--- config.mk ---
export PLATFORM = sky130hd
export DESIGN_NAME = add_pipe_flat
export DESIGN_NICKNAME = d
export VERILOG_FILES = /design/src/rtl/add_pipe_pkg.sv /design/src/rtl/add_pipe_if.sv /design/src/rtl/add_pipe_seg.sv /design/src/rtl/add_pipe.sv /design/src/flat_wrapper.sv
export SDC_FILE = /design/constraint.sdc
export NUM_CORES = 1
export LEC_CHECK = 0
export CAP_MARGIN = 15
export CORE_UTILIZATION = 50
export DETAILED_ROUTE_END_ITERATION = 16
export GPL_TIMING_DRIVEN = 1
export PLACE_DENSITY = 0.72
export SYNTH_ARGS = -nofsm -noshare
export SYNTH_HDL_FRONTEND = slang
export SYNTH_HIERARCHICAL = 1
export SYNTH_SLANG_ARGS = --single-unit
--- constraint.sdc ---
create_clock -name clk -period 6 [get_ports clk]
set_clock_uncertainty 0.05 [all_clocks]
set_input_delay 1.2 -clock clk [delete_from_list [all_inputs] [get_ports clk]]
set_output_delay 1.2 -clock clk [all_outputs]
set_load 0.005 [all_outputs]
--- src/rtl/add_pipe_pkg.sv ---
// ---------------------------------------------------------------------------
// add_pkg
//   Shared constants and derivation helpers for the pipelined adder slice.
//   Both the RTL and the bench reference model take segment width and
//   latency from here, so they cannot drift apart.
//
//   MODE_ADD / MODE_SUB : values of the 'sub' operand-mode bit
//   segWidth()          : bits handled by one pipeline segment
//   pipeLatency()       : cycles from accepted beat to out_valid (no stall)
// ---------------------------------------------------------------------------
package add_pkg;

    localparam logic MODE_ADD = 1'b0;
    localparam logic MODE_SUB = 1'b1;

    function automatic int segWidth(input int width, input int stages);
        return width / stages;
    endfunction

    // Each segment owns exactly one register stage, so latency equals the
    // segment count.
    function automatic int pipeLatency(input int stages);
        return stages;
    endfunction

endpackage

--- src/rtl/add_pipe_if.sv ---
// ---------------------------------------------------------------------------
// add_pipe_if
//   Operand/result handshake bundle for add_pipe.
//
//   in_valid / in_ready   : operand beat handshake (a, b, cin, sub)
//   out_valid / out_ready : result beat handshake (sum, cout, ovf)
//
//   master : the side producing operands and consuming results
//   slave  : the adder itself
// ---------------------------------------------------------------------------
interface add_pipe_if
    import add_pkg::*;
#(
    parameter int WIDTH = 16
);

    logic             in_valid;
    logic             in_ready;
    logic [WIDTH-1:0] a;
    logic [WIDTH-1:0] b;
    logic             cin;
    logic             sub;
    logic             out_valid;
    logic             out_ready;
    logic [WIDTH-1:0] sum;
    logic             cout;
    logic             ovf;

    modport master (
        output in_valid, a, b, cin, sub, out_ready,
        input  in_ready, out_valid, sum, cout, ovf
    );

    modport slave (
        input  in_valid, a, b, cin, sub, out_ready,
        output in_ready, out_valid, sum, cout, ovf
    );

endinterface

--- src/rtl/add_pipe_seg.sv ---
// ---------------------------------------------------------------------------
// add_seg
//   Combinational SEG-bit ripple of full-adder cells: one pipeline segment.
//
//   i_a, i_b : segment operand bits (i_b already inverted for subtract)
//   i_ci     : carry into the segment LSB
//   o_s      : segment sum bits
//   o_co     : carry out of the segment MSB
//   o_cMsb   : carry INTO the segment MSB; the top segment's value XOR its
//              carry-out gives two's-complement overflow
// ---------------------------------------------------------------------------
module add_seg
    import add_pkg::*;
#(
    parameter int SEG = 4
) (
    input  logic [SEG-1:0] i_a,
    input  logic [SEG-1:0] i_b,
    input  logic           i_ci,
    output logic [SEG-1:0] o_s,
    output logic           o_co,
    output logic           o_cMsb
);

    // The carry is walked through a procedural variable rather than a wire
    // vector so the chain does not look like a combinational self-loop.
    always_comb begin
        logic carry;
        carry  = i_ci;
        o_s    = '0;
        o_cMsb = 1'b0;
        for (int i = 0; i < SEG; i++) begin
            if (i == SEG - 1) begin
                o_cMsb = carry;
            end
            o_s[i] = i_a[i] ^ i_b[i] ^ carry;
            carry  = (i_a[i] & i_b[i]) | (carry & (i_a[i] ^ i_b[i]));
        end
        o_co = carry;
    end

endmodule

--- src/rtl/add_pipe.sv ---
// ---------------------------------------------------------------------------
// add_pipe
//   Pipelined ripple-carry adder/subtractor with valid/ready flow control.
//   The WIDTH-bit carry chain is cut into STAGES registered segments of
//   SEG = WIDTH/STAGES bits. Latency is STAGES cycles, throughput 1 beat/cycle.
//
//   clk   : single clock, rising edge
//   reset : synchronous, active-high; discards every in-flight beat
//   bus   : add_pipe_if slave (in_valid/in_ready/a/b/cin/sub in,
//           out_valid/out_ready/sum/cout/ovf out); its WIDTH must match
//
//   sub=0 : sum = a + b + cin,  cout = carry out
//   sub=1 : sum = a - b - cin,  cout = 1 when no borrow
// ---------------------------------------------------------------------------
module add_pipe
    import add_pkg::*;
#(
    parameter int WIDTH  = 16,
    parameter int STAGES = 4
) (
    input  logic      clk,
    input  logic      reset,
    add_pipe_if.slave bus
);

    localparam int SEG   = segWidth(WIDTH, STAGES);
    localparam int LAST  = STAGES - 1;
    localparam int NSKEW = (STAGES > 1) ? STAGES - 1 : 1;

    if (WIDTH < 2 || STAGES < 1 || STAGES > WIDTH || (WIDTH % STAGES) != 0) begin : gBadParams
        $error("add_pipe: WIDTH must be >= 2 and a multiple of STAGES (1..WIDTH)");
    end

    logic             w_stall;
    logic [WIDTH-1:0] w_bEff;
    logic             w_cin0;
    logic             r_ovf;

    // Per-stage pipeline state; element k is the register after segment k.
    logic             r_valid [STAGES];
    logic             r_carry [STAGES];
    logic [WIDTH-1:0] r_sum   [STAGES];

    // Operand skew registers: element k carries the not-yet-added upper
    // operand bits from stage k to stage k+1.
    logic [WIDTH-1:0] r_a [NSKEW];
    logic [WIDTH-1:0] r_b [NSKEW];

    // A stall freezes the whole pipe, so nothing ever overtakes the blocked
    // output beat and no bubble can be squeezed out mid-stall.
    assign w_stall      = r_valid[LAST] & ~bus.out_ready;
    assign bus.in_ready = ~w_stall;

    // Subtraction is A + ~B + ~borrow; the inversion happens once at the
    // input so later stages never need the mode bit.
    assign w_bEff = (bus.sub == MODE_SUB) ? ~bus.b   : bus.b;
    assign w_cin0 = (bus.sub == MODE_SUB) ? ~bus.cin : bus.cin;

    for (genvar k = 0; k < STAGES; k++) begin : gStage
        logic             w_validIn;
        logic             w_ci;
        logic [WIDTH-1:0] w_aIn;
        logic [WIDTH-1:0] w_bIn;
        logic [WIDTH-1:0] w_sumIn;
        logic [WIDTH-1:0] w_sumNext;
        logic [SEG-1:0]   w_sliceS;
        logic             w_co;
        logic             w_cMsb;

        if (k == 0) begin : gHead
            assign w_validIn = bus.in_valid;
            assign w_aIn     = bus.a;
            assign w_bIn     = w_bEff;
            assign w_ci      = w_cin0;
            assign w_sumIn   = '0;
        end else begin : gBody
            assign w_validIn = r_valid[k-1];
            assign w_aIn     = r_a[k-1];
            assign w_bIn     = r_b[k-1];
            assign w_ci      = r_carry[k-1];
            assign w_sumIn   = r_sum[k-1];
        end

        add_seg #(
            .SEG (SEG)
        ) uSeg (
            .i_a    (w_aIn[k*SEG +: SEG]),
            .i_b    (w_bIn[k*SEG +: SEG]),
            .i_ci   (w_ci),
            .o_s    (w_sliceS),
            .o_co   (w_co),
            .o_cMsb (w_cMsb)
        );

        // Lower result slices ride along unchanged; this stage fills its own.
        always_comb begin
            w_sumNext                = w_sumIn;
            w_sumNext[k*SEG +: SEG]  = w_sliceS;
        end

        // The valid bit moves with its data so a bubble stays a bubble.
        always_ff @(posedge clk) begin
            if (reset) begin
                r_valid[k] <= 1'b0;
                r_carry[k] <= 1'b0;
                r_sum[k]   <= '0;
            end else if (!w_stall) begin
                r_valid[k] <= w_validIn;
                r_carry[k] <= w_co;
                r_sum[k]   <= w_sumNext;
            end
        end

        if (k < LAST) begin : gSkew
            always_ff @(posedge clk) begin
                if (reset) begin
                    r_a[k] <= '0;
                    r_b[k] <= '0;
                end else if (!w_stall) begin
                    r_a[k] <= w_aIn;
                    r_b[k] <= w_bIn;
                end
            end
        end else begin : gTail
            // Signed overflow: carry into the MSB disagrees with carry out.
            always_ff @(posedge clk) begin
                if (reset) begin
                    r_ovf <= 1'b0;
                end else if (!w_stall) begin
                    r_ovf <= w_co ^ w_cMsb;
                end
            end
        end
    end

    assign bus.out_valid = r_valid[LAST];
    assign bus.sum       = r_sum[LAST];
    assign bus.cout      = r_carry[LAST];
    assign bus.ovf       = r_ovf;

endmodule
--- src/flat_wrapper.sv ---
// flat-port wrapper written by rule: the top's interface ports become plain ports
module add_pipe_flat import add_pkg::*;
#(
    parameter int WIDTH  = 16,
    parameter int STAGES = 4
)
  (clk, reset, bus_in_valid, bus_a, bus_b, bus_cin, bus_sub, bus_out_ready, bus_in_ready, bus_out_valid, bus_sum, bus_cout, bus_ovf);
  add_pipe_if #(.WIDTH(WIDTH)) bus_i ();
  input  logic clk;
  input  logic reset;
  input wire logic [$bits(bus_i.in_valid)-1:0] bus_in_valid;
  input wire logic [$bits(bus_i.a)-1:0] bus_a;
  input wire logic [$bits(bus_i.b)-1:0] bus_b;
  input wire logic [$bits(bus_i.cin)-1:0] bus_cin;
  input wire logic [$bits(bus_i.sub)-1:0] bus_sub;
  input wire logic [$bits(bus_i.out_ready)-1:0] bus_out_ready;
  output wire logic [$bits(bus_i.in_ready)-1:0] bus_in_ready;
  output wire logic [$bits(bus_i.out_valid)-1:0] bus_out_valid;
  output wire logic [$bits(bus_i.sum)-1:0] bus_sum;
  output wire logic [$bits(bus_i.cout)-1:0] bus_cout;
  output wire logic [$bits(bus_i.ovf)-1:0] bus_ovf;
  assign bus_i.in_valid = bus_in_valid;
  assign bus_i.a = bus_a;
  assign bus_i.b = bus_b;
  assign bus_i.cin = bus_cin;
  assign bus_i.sub = bus_sub;
  assign bus_i.out_ready = bus_out_ready;
  assign bus_in_ready = bus_i.in_ready;
  assign bus_out_valid = bus_i.out_valid;
  assign bus_sum = bus_i.sum;
  assign bus_cout = bus_i.cout;
  assign bus_ovf = bus_i.ovf;
  add_pipe #(.WIDTH(WIDTH), .STAGES(STAGES)) u_core (.clk(clk), .reset(reset), .bus(bus_i));
endmodule
* After elaboration in Yosys (flattened, before gate mapping)
Memories as Yosys holds them, arrays and structs flattened. Cells that the tools add are included.
Operators by class: mux-type cells 25, bitwise logic cells 104
Operator list (number):
- two-way mux 16 bit | 11
- OR 1 bit | 34
- AND 1 bit | 33
- bitwise XOR 1 bit | 33
- inverter 16 bit | 1
- two-way mux 1 bit | 14
- inverter 1 bit | 3
Word-level totals: register bits 1, memory bits (writable) 168, input bits 38, word-level logic and storage cells 135, memories 5
Memory list:
- u_core.r_sum | words 4, bits a word 16, rd ports 4, clocked after Yosys merged registers in 0, wr ports 4, RTL line add_pipe.sv:42 | logic [WIDTH-1:0] r_sum [STAGES];
- u_core.r_a | words 3, bits a word 16, rd ports 3, clocked after Yosys merged registers in 0, wr ports 3, RTL line add_pipe.sv:46 | logic [WIDTH-1:0] r_a [NSKEW];
- u_core.r_b | words 3, bits a word 16, rd ports 3, clocked after Yosys merged registers in 0, wr ports 3, RTL line add_pipe.sv:47 | logic [WIDTH-1:0] r_b [NSKEW];
- u_core.r_carry | words 4, bits a word 1, rd ports 4, clocked after Yosys merged registers in 0, wr ports 4, RTL line add_pipe.sv:41 | logic r_carry [STAGES];
- u_core.r_valid | words 4, bits a word 1, rd ports 4, clocked after Yosys merged registers in 0, wr ports 4, RTL line add_pipe.sv:40 | logic r_valid [STAGES];

* Longest topological paths before layout
depth in word-level cells 12, depth in mapped cells 10, gate-level depth less buffers 8

* By module
Netlist, hierarchy kept.
Modules (own cells, without submodules):
- add_pipe | times used 1, cells an instance 240, area each 4037.6 µm²
- add_seg | times used 4, cells an instance 12, area each 110.1 µm²

* Worst setup path before layout
OpenSTA, ideal clock, no wires.
path type in2reg, start point input reset, end point memory u_core.r_a[0][10] (enable), setup time 471 ps, data arrival time 3923 ps, required time 5479 ps, setup slack 1556 ps, cell stages on the path 3, buffers on the path 2, cells stage by stage buf_2 buf_2 nand2b_1
RTL lines:
- start, declared | RTL line flat_wrapper.sv:10 | input logic reset;
- end, declared | RTL line add_pipe.sv:46

==> metrics <==
synth unique cells=18; Syn-to-layout area delta=17.6%; clock sinks=97; pwr/cell area=255 mW/mm^2; Comb pwr share=10.3%; DIE HEIGHT=96.6 um; max-slew violations=0; number of synthesized flops with an enable pin=96; number of synthesized register bits=between 90 and 100; Yosys warnings=6; Leakage Power=between 1.5 and 2 nW; Setup Fix Bufs, Post-CTS=0; Max Cap Violations=0; layout cells sized above 1=11.8%; Worst Setup Start Kind=input port; most area-consuming cells after synthesis=edfxtp_1 64%, nor3b_1 13%, fa_1 7.2%; post-DR vias/cell=approximately 5; unrepaired setup endpoints after global routing=no; Final min period=just under 4 ns; DIE AREA=between 0.009 and 0.01 mm^2; Final Hold Vio Count=0; Longest Clk Path Bufs=2; initial antenna violation count=0; clk_lat worst skew=0.35 ns; final core occ=~60%; Die Wd=96.6 um; leading area contributor after synthesis=edfxtp_1; GRT Util Overall=14.2%; Initial Utilization=slightly above 50%; Vias=2227; Tcrit/Tclk final=64.3%; First-pass DRT Iterations=4; htree depth=3; Setup crit end kind=flip-flop; worst rel slew slack=27.9%; required time of the critical path=approximately 6 ns; Sw Share=about a fifth; Syn Inst Count=about 290; FF-to-FF Start=u_core/r_carry[0]; CTS tree=done; hold_ws=0.521 ns; first-pass GRT wire length=between 10000 and 15000 um; HP Class=reg -> reg; Synth Cell Area=about 0.0045 mm^2; most numerous cell in the Yosys netlist=edfxtp_1; Reg clk slew, reported paths=approximately 0.09 ns; vias in the first global route=between 2000 and 2500; post-CTS sizing=0; Routability Congestion=0.684; syn nets=342; Ports=just under 60; portion of total power attributed to sequential cells=a little over 60%; Pint=1.07 mW; fin nets=389; synth cell count leaders=96 x edfxtp_1, 75 x nor3b_1, 32 x inv_1; Clock Power Share=29.3%; Least-Margin Pin Slew=~1.1 ns; sequential area share after synthesis=64.8%; dpl ws=1.75 ns; Top FF cell, synth=edfxtp_1; Final Setup Violations=0; Buffers on Ports=57; largest net degree at the start of global routing=99; setup_tns=0 ns; Worst Path Arrival=around 3.9 ns; worst setup margin=2.14 ns; hpwl dp=approximately 3300 um; top cell type's share of synthesized area=64.4%; FMAX=0.259 GHz; post-route antenna net violation count=0; Hold Startpoint=u_core/r_b[0][10]; DR DRC count=0; Core ar.=between 0.008 and 0.009 mm^2; wire per inst=about 13 um; FP Rows=34; Post-synth ARST share=0%; root buf cell=clkbuf_8; status=finished clean; CTS buffer count=9; crit path from=bus_sub; antenna cells=0; Iter 0 DRT Violations=around 110; Worst Path Max Fanout=17; maximum VDD drop=0.133 mV; Sw Pwr=0.273 mW; total congestion overflow=0; final wirelength=6040 um; syn_area_per_cell=15.5 um^2; Post-CTS Hold Buffers=0; Setup CP Type=in -> reg
==> routing by layer <==
metal  track usage, %  wire, um  vias up
met5                0         0        -
met4             9.30       162        0
met3             2.67       210       11
li1                 -         -     1103
met1             19.2      2840     1063
met2             21.2      2830       50
==> state kept, by name, summed over array words and instances, names as in the netlist <==
signal and cells:
u_core/r_b 24, u_core/r_carry 4, u_core/bus.ovf 1, u_core/r_sum 40, u_core/r_valid 4, u_core/r_a 24
==> logic make-up after synthesis <==
logic type / share of synthesized area (%)
compound gates: 0.279
flops: 64.8
fa+ha+maj: 7.15
buf+inv: 6.12
xor+xnor: 3.52
simple gates: 18.1
==> placed cells by master, fill, tap and decap left out <==
cell             Yosys  final
edfxtp_1            96     96
nor3b_1             75     75
clkdlybuf4s50_1      0     56
inv_1               32     32
fa_1                16     16
xnor2_1             13     13
nor3b_2             10     10
nor3_2              10     10
clkbuf_8             0      9
xor2_1               5      5
clkbuf_1             7      3
buf_4                3      3
clkinv_2             0      2
nor3_1               2      2
clkinv_1             0      1
bufinv_16            0      1
nor2b_4              0      1
inv_2                1      1
nand2b_4             0      1
a211oi_2             1      1
dfxtp_1              1      1
buf_16               0      1
==> final timing paths <==
path                                           end  slack, ns  depth (start not counted)
worst max-delay path            u_core/r_sum[0][3]       2.14                         10
worst min-delay path             u_core/r_b[1][10]       0.52                          1
worst max register to register  u_core/r_sum[1][7]       3.57                          7
worst min register to register   u_core/r_b[1][10]       0.52                          1
==> power groups by stage <==
stage / clock network, mW / logic [mW] / registers (mW)
3_3_place_gp: 0 / 0.137 / 0.824
6_report: 0.393 / 0.139 / 0.811
4_1_cts: 0.406 / 0.140 / 0.811
2_1_floorplan: 0 / 0.0882 / 0.823
5_1_grt: 0.427 / 0.157 / 0.816
3_5_place_dp: 0 / 0.139 / 0.827
==> area by class of cell <==
type / instances / area [um^2]
Tap cell: 108 / 135
Fill cell: 694 / 3410
Inverter: 33 / 124
Clock buffer: 12 / 135
Timing Repair Buffer: 60 / 611
Sequential cell: 97 / 2900
Clock inverter: 4 / 43.8
Multi-Input combinational cell: 134 / 1320
==> metrics by stage <==
step | total power, mW | instance area (um^2) | cells
5_1_grt | 1.40 | 5270 | 448
3_5_place_dp | 0.966 | 5060 | 431
4_1_cts | 1.36 | 5240 | 447
3_3_place_gp | 0.962 | 5060 | 431
6_report | 1.34 | 5270 | 448
2_1_floorplan | 0.911 | 4480 | 288
==> critical path: stages <==
cell and delay, ns:
clkdlybuf4s50_1 0.45, buf_4 0.28, xor2_1 0.22, fa_1 0.20
inv_1 0.06, fa_1 0.44, fa_1 0.42, inv_1 0.07
fa_1 0.39, nor3b_1 0.14
No activity file was read; power rests on OpenSTA's default activity.
